$ cat config.mk
export PLATFORM = sky130hd
export DESIGN_NAME = linescanner_sensor_emulator
export DESIGN_NICKNAME = d
export VERILOG_FILES = /design/src/rtl/linescanner_sensor_emulator.sv
export SDC_FILE = /design/constraint.sdc
export NUM_CORES = 1
export LEC_CHECK = 0
export ABC_AREA = 1
export CORE_MARGIN = 3
export CORE_UTILIZATION = 58
export DETAILED_ROUTE_END_ITERATION = 12
export PLACE_DENSITY = 0.89
export RECOVER_POWER = 50
export SLEW_MARGIN = 20
export SYNTH_ARGS = -nofsm -noshare
export SYNTH_HDL_FRONTEND = slang
export SYNTH_SLANG_ARGS = --single-unit
$ cat constraint.sdc
create_clock -name pixel_clock -period 2 [get_ports pixel_clock]
set_input_delay 0.4 -clock pixel_clock [delete_from_list [all_inputs] [get_ports pixel_clock]]
set_output_delay 0.4 -clock pixel_clock [all_outputs]
set_load 0.1 [all_outputs]
$ cat src/rtl/linescanner_sensor_emulator.sv
// Behavioural line-scan sensor: ADC conversion and line readout with a deterministic pixel ramp.
// Optional build macro LINESCAN_EMU_INTEGRATION_EN makes the ramp base follow integration time.
module linescanner_sensor_emulator #(
   parameter int NUM_PIXELS = 64,
   parameter int ADC_CLOCKS = 20,
   parameter int LVAL_DELAY = 2
) (
   input  logic        pixel_clock,
   input  logic        n_reset,
   input  logic        rst_cvc,
   input  logic        rst_cds,
   input  logic        sample,
   input  logic        load_pulse,
   output logic        end_adc,
   output logic        lval,
   output logic [7:0]  data,
   output logic [15:0] line_count,
   output logic        overrun
);

   localparam int PIX_W = (NUM_PIXELS > 1) ? $clog2(NUM_PIXELS) : 1;

   typedef enum logic {ADC_IDLE, ADC_CONV} adc_state_t;
   typedef enum logic [1:0] {RD_IDLE, RD_DELAY, RD_ACTIVE} rd_state_t;

   adc_state_t       adc_state, adc_state_next;
   rd_state_t        rd_state, rd_state_next;
   logic             sample_q, load_q;
   logic             sample_rise, load_rise, load_take, adc_done;
   logic [7:0]       adc_cnt, adc_cnt_next;
   logic [7:0]       adc_buf, adc_buf_next;
   logic [7:0]       rd_base, rd_base_next;
   logic [7:0]       data_next, base_value;
   logic             adc_valid, adc_valid_next;
   logic             end_adc_next, lval_next, overrun_next;
   logic [3:0]       dly_cnt, dly_cnt_next;
   logic [PIX_W-1:0] pix_cnt, pix_cnt_next;
   logic [15:0]      line_count_next;

   assign sample_rise = sample && !sample_q;
   assign load_rise   = load_pulse && !load_q;
   // A load is only honoured when the readout is idle and a converted line is waiting.
   assign load_take   = load_rise && (rd_state == RD_IDLE) && adc_valid;

`ifdef LINESCAN_EMU_INTEGRATION_EN
   logic [15:0] integ_cnt, integ_latch;

   always_ff @(posedge pixel_clock or negedge n_reset) begin
      if (!n_reset) begin
         integ_cnt   <= '0;
         integ_latch <= '0;
      end else begin
         if (rst_cvc || rst_cds)
            integ_cnt <= '0;
         else if (integ_cnt != 16'hFFFF)
            integ_cnt <= integ_cnt + 16'd1;
         if (sample_rise && (adc_state == ADC_IDLE))
            integ_latch <= integ_cnt;
      end
   end

   assign base_value = (integ_latch > 16'd255) ? 8'hFF : integ_latch[7:0];
`else
   logic [7:0] base_latch;
   logic       unused_integ_resets;

   // The pixel-reset inputs only feed the integration counter, which this build omits.
   assign unused_integ_resets = rst_cvc ^ rst_cds;

   always_ff @(posedge pixel_clock or negedge n_reset) begin
      if (!n_reset)
         base_latch <= '0;
      else if (sample_rise && (adc_state == ADC_IDLE))
         base_latch <= line_count[7:0];
   end

   assign base_value = base_latch;
`endif

   always_comb begin
      adc_state_next = adc_state;
      adc_cnt_next   = adc_cnt;
      adc_buf_next   = adc_buf;
      end_adc_next   = end_adc;
      adc_done       = 1'b0;
      case (adc_state)
         ADC_IDLE: begin
            if (sample_rise) begin
               adc_state_next = ADC_CONV;
               adc_cnt_next   = '0;
               end_adc_next   = 1'b0;
            end
         end
         ADC_CONV: begin
            if (adc_cnt == 8'(ADC_CLOCKS - 1)) begin
               adc_done       = 1'b1;
               adc_state_next = ADC_IDLE;
               end_adc_next   = 1'b1;
               adc_buf_next   = base_value;
            end else begin
               adc_cnt_next = adc_cnt + 8'd1;
            end
         end
         default: adc_state_next = ADC_IDLE;
      endcase
   end

   // Completion wins over a same-cycle take so a fresh result is never dropped.
   always_comb begin
      adc_valid_next = adc_valid;
      if (load_take)
         adc_valid_next = 1'b0;
      if (adc_done)
         adc_valid_next = 1'b1;
   end

   assign overrun_next = overrun
                       | (sample_rise && (adc_state == ADC_CONV))
                       | (adc_done && adc_valid && !load_take)
                       | (load_rise && !load_take);

   always_comb begin
      rd_state_next   = rd_state;
      dly_cnt_next    = dly_cnt;
      pix_cnt_next    = pix_cnt;
      rd_base_next    = rd_base;
      lval_next       = lval;
      data_next       = data;
      line_count_next = line_count;
      case (rd_state)
         RD_IDLE: begin
            if (load_take) begin
               rd_base_next = adc_buf;
               dly_cnt_next = '0;
               pix_cnt_next = '0;
               if (LVAL_DELAY == 0) begin
                  rd_state_next = RD_ACTIVE;
                  lval_next     = 1'b1;
                  data_next     = adc_buf;
               end else begin
                  rd_state_next = RD_DELAY;
               end
            end
         end
         RD_DELAY: begin
            if ({28'd0, dly_cnt} == LVAL_DELAY - 1) begin
               rd_state_next = RD_ACTIVE;
               lval_next     = 1'b1;
               data_next     = rd_base;
            end else begin
               dly_cnt_next = dly_cnt + 4'd1;
            end
         end
         RD_ACTIVE: begin
            if (pix_cnt == PIX_W'(NUM_PIXELS - 1)) begin
               rd_state_next   = RD_IDLE;
               lval_next       = 1'b0;
               data_next       = '0;
               line_count_next = line_count + 16'd1;
            end else begin
               pix_cnt_next = pix_cnt + 1'b1;
               data_next    = rd_base + 8'(pix_cnt) + 8'd1;
            end
         end
         default: rd_state_next = RD_IDLE;
      endcase
   end

   always_ff @(posedge pixel_clock or negedge n_reset) begin
      if (!n_reset) begin
         sample_q   <= 1'b0;
         load_q     <= 1'b0;
         adc_state  <= ADC_IDLE;
         adc_cnt    <= '0;
         adc_buf    <= '0;
         adc_valid  <= 1'b0;
         end_adc    <= 1'b1;
         rd_state   <= RD_IDLE;
         dly_cnt    <= '0;
         pix_cnt    <= '0;
         rd_base    <= '0;
         lval       <= 1'b0;
         data       <= '0;
         line_count <= '0;
         overrun    <= 1'b0;
      end else begin
         sample_q   <= sample;
         load_q     <= load_pulse;
         adc_state  <= adc_state_next;
         adc_cnt    <= adc_cnt_next;
         adc_buf    <= adc_buf_next;
         adc_valid  <= adc_valid_next;
         end_adc    <= end_adc_next;
         rd_state   <= rd_state_next;
         dly_cnt    <= dly_cnt_next;
         pix_cnt    <= pix_cnt_next;
         rd_base    <= rd_base_next;
         lval       <= lval_next;
         data       <= data_next;
         line_count <= line_count_next;
         overrun    <= overrun_next;
      end
   end

endmodule

==> run summary <==
Status: finished, final reports clean
Mean area per synthesized cell: 8.36 um^2
Max stage delay on crit path: 0.45 ns
Sequential area share after synthesis: 48.2%
DIE AREA: 7740 um^2
Register area: 1880 um^2
Cell variety after synth: 37
Setup bufs post-CTS: 0
PostCTS Resize Cnt: 0
Cell count after synthesis: 466
Buffers on Ports: 30
Top Metal Used: met4
WS Path Type: reg2reg
Clock Power Share: 23.2%
Total grt overflow: 0
FF+latch count, synth: 75
Vias in the first global route: 3122
Root Driver: clkbuf_8
Slew margin rel.: 23.9%
Hpwl dp: 5470 um
Setup tns final: 0 ns
CP Data Arrival Time: 2.03 ns
Dominant synthesized flop cell: dfrtp_1
Flop pwr share: 45.1%
Initial DRC Count: 116
Worst path required time: 2.28 ns
WL/cell: 12.7 um
Leakage: 2.21 nW
Total of max-cap violations: 0
CTS Sinks: 75
Number of synthesized flops with an enable pin: 0
Final Cycle Share: 87.5%
YS warnings: 0
Top delay family on crit path: simple AND/OR/NAND/NOR gates
DR vias: 3136
Routability cong.: 0.881
Tot GR Track Use: 21.5%
Mapped cell area: 3900 um^2
Met3 Wirelength: 437 um
Switching power total: 1.76 mW
Synth async-reset ratio: 100%
Final ANT Viol Nets: 0
Site row count: 29
Internal Power: 2.81 mW
Pre-antenna DRT Iters: 5
Die Ht: 88.0 um
Vias per cell: 5.34
Worst slew pin tran: 1.14 ns
# IOs: 33
TritonCTS Buffers: 9
Buffers plus inverters on the worst setup path: 1
CP max FO: 12
Largest net degree at the start of global routing: 49
Sw frac: 38.6%
Initial core utilization: 60.7%
Fin crit period: 1.75 ns
Max Slew Vio Count: 0
CP Capture Type: register
Met1 wire length: 3280 um
Layout net count: 523
Number of H-tree levels: 3
Clock skew: 0.00709 ns
Achievable frequency: 572 MHz
Core ar.: 6420 um^2
Combinational fraction of design power: 31.7%
Share of layout cells above drive strength 1: 16.5%
Cts hold-fix bufs: 0
Pwr Density: 1030 nW/um^2
Worst setup path startpoint: pix_cnt[0]$_DFFE_PN0P_
Die width: 88.0 um
Worst hold path type: in2async
Reg2reg start: pix_cnt[0]$_DFFE_PN0P_
First-pass GRT wire length: 13100 um
Clock Latency Late Sink: 0.35 ns
Final wirelength: 7480 um
Final setup fails: 0
Startpoint Class: register
CP Cell Sequence: ha_1, nand3_2, nor2_4, nand2_4, clkinv_2, nand2_2, nor2_2, xor2_1
Syn nets: 484
CTS clk-pin slew, worst paths: 0.08 ns
Maximum VDD drop: 0.606 mV
Worst path slowest cell: dfrtp_1
DRC Markers: 0
Area occupied by multi-input gates: 1700 um^2
TritonCTS clock tree: built
# fillers: 495
Total power: 4.58 mW
N_diodes: 0
RSZ-0062 raised after global routing: false
Routed wl met2: 3630 um
Final Hold Vio Count: 0
Area grow syn2layout: 14.5%
Initial antenna violation count: 0
CTS max path bufs: 2
[per-stage QoR]
step                hold WS (ns)  area, um^2  std cells  util (%)  setup WS (ns)
floorplan                  0.104        3900        466         -         0.0933
global placement           0.443        4310        571      67.0          0.295
detailed placement         0.447        4310        571      67.0          0.265
CTS                       0.0673        4490        587      69.8          0.256
global route               0.349        4460        587      69.5          0.138
finish                     0.261        4460        587      69.5          0.251
[cells in the mapped netlist, types with 2 or more instances]
library cell	instances	share of area [%]
nand2_1	127	12
dfrtp_1	74	48
inv_1	61	5.9
nand3_1	42	5.4
nor2_1	26	2.5
o21ai_0	25	3.2
xor2_1	15	3.4
ha_1	12	3.9
a21oi_1	10	1.3
nand4_1	9	1.4
inv_2	8	0.77
o21ai_2	8	1.8
o21ai_1	6	0.77
nor2_2	5	0.80
buf_2	4	0.51
nand2_2	4	0.64
nor3_1	4	0.51
xnor2_1	3	0.67
clkinv_2	2	0.26
nor2_4	2	0.58
nor2_8	2	1.0
o21bai_1	2	0.39
[layout make-up]
type / instances / area share, %
Clock inverter: 4 / 0.561
Multi-Input combinational cell: 314 / 38.2
Sequential cell: 75 / 42.1
Inverter: 71 / 6.03
Tap cell: 77 / 2.16
Timing Repair Buffer: 34 / 7.49
Clock buffer: 12 / 3.48
[final timing paths]
check | cells after the start | slack [ns] | end
min in group pixel_clock | 2 | 0.47 | rd_base[5]$_DFFE_PN0P_
min reg2reg | 2 | 0.47 | rd_base[5]$_DFFE_PN0P_
min | 1 | 0.26 | load_q$_DFF_PN0_
max reg2reg | 8 | 0.25 | line_count[8]$_DFFE_PN0P_
max in group asynchronous | 2 | 0.51 | pix_cnt[3]$_DFFE_PN0P_
max | 8 | 0.25 | line_count[8]$_DFFE_PN0P_
[sequential cells by signal (all words and copies together) (netlist names)]
name	count
adc_buf	8
lval	1
adc_cnt	8
overrun	1
load_q	1
line_count	16
pix_cnt	6
sample_q	1
base_latch	8
end_adc	1
rd_base	8
adc_state	1
adc_valid	1
data	8
dly_cnt	4
rd_state	2
[kinds of logic after synthesis]
kind of cell	count (synthesis)	synth area share (%)
adder cells (fa/ha/maj)	12	3.85
XOR/XNOR	18	4.05
flip-flops	75	48.2
AO/OA/AOI/OAI	55	8.41
AND/OR/NAND/NOR	229	27.6
buffers and inverters	77	7.90
[power groups by stage]
stage	logic, mW	clock network, mW	registers (mW)
6_report	1.45	1.06	2.06
3_5_place_dp	1.45	0	2.09
4_1_cts	1.46	1.09	2.06
2_1_floorplan	0.934	0	2.26
3_3_place_gp	1.39	0	2.07
5_1_grt	1.63	1.15	2.10
[metal layers]
metal | global-route usage (%) | vias to the layer above
met2 | 35.6 | 91
met5 | 0 | -
met4 | 8.93 | 0
met3 | 6.11 | 19
met1 | 26.3 | 1466
li1 | - | 1560
[cell usage in the layout (no fill, tap or decap), drive strengths merged, types with 2 or more instances in the layout]
cell / n
a21oi: 11
buf: 28
clkbuf: 16
clkinv: 4
clkinvlp: 2
dfrtp: 74
dlygate4sd3: 2
ha: 12
inv: 69
nand2: 132
nand3: 44
nand4: 10
nor2: 35
nor3: 5
o21ai: 39
o21bai: 2
xnor2: 3
xor2: 15
Note: power is estimated with default switching activity, not from simulation.
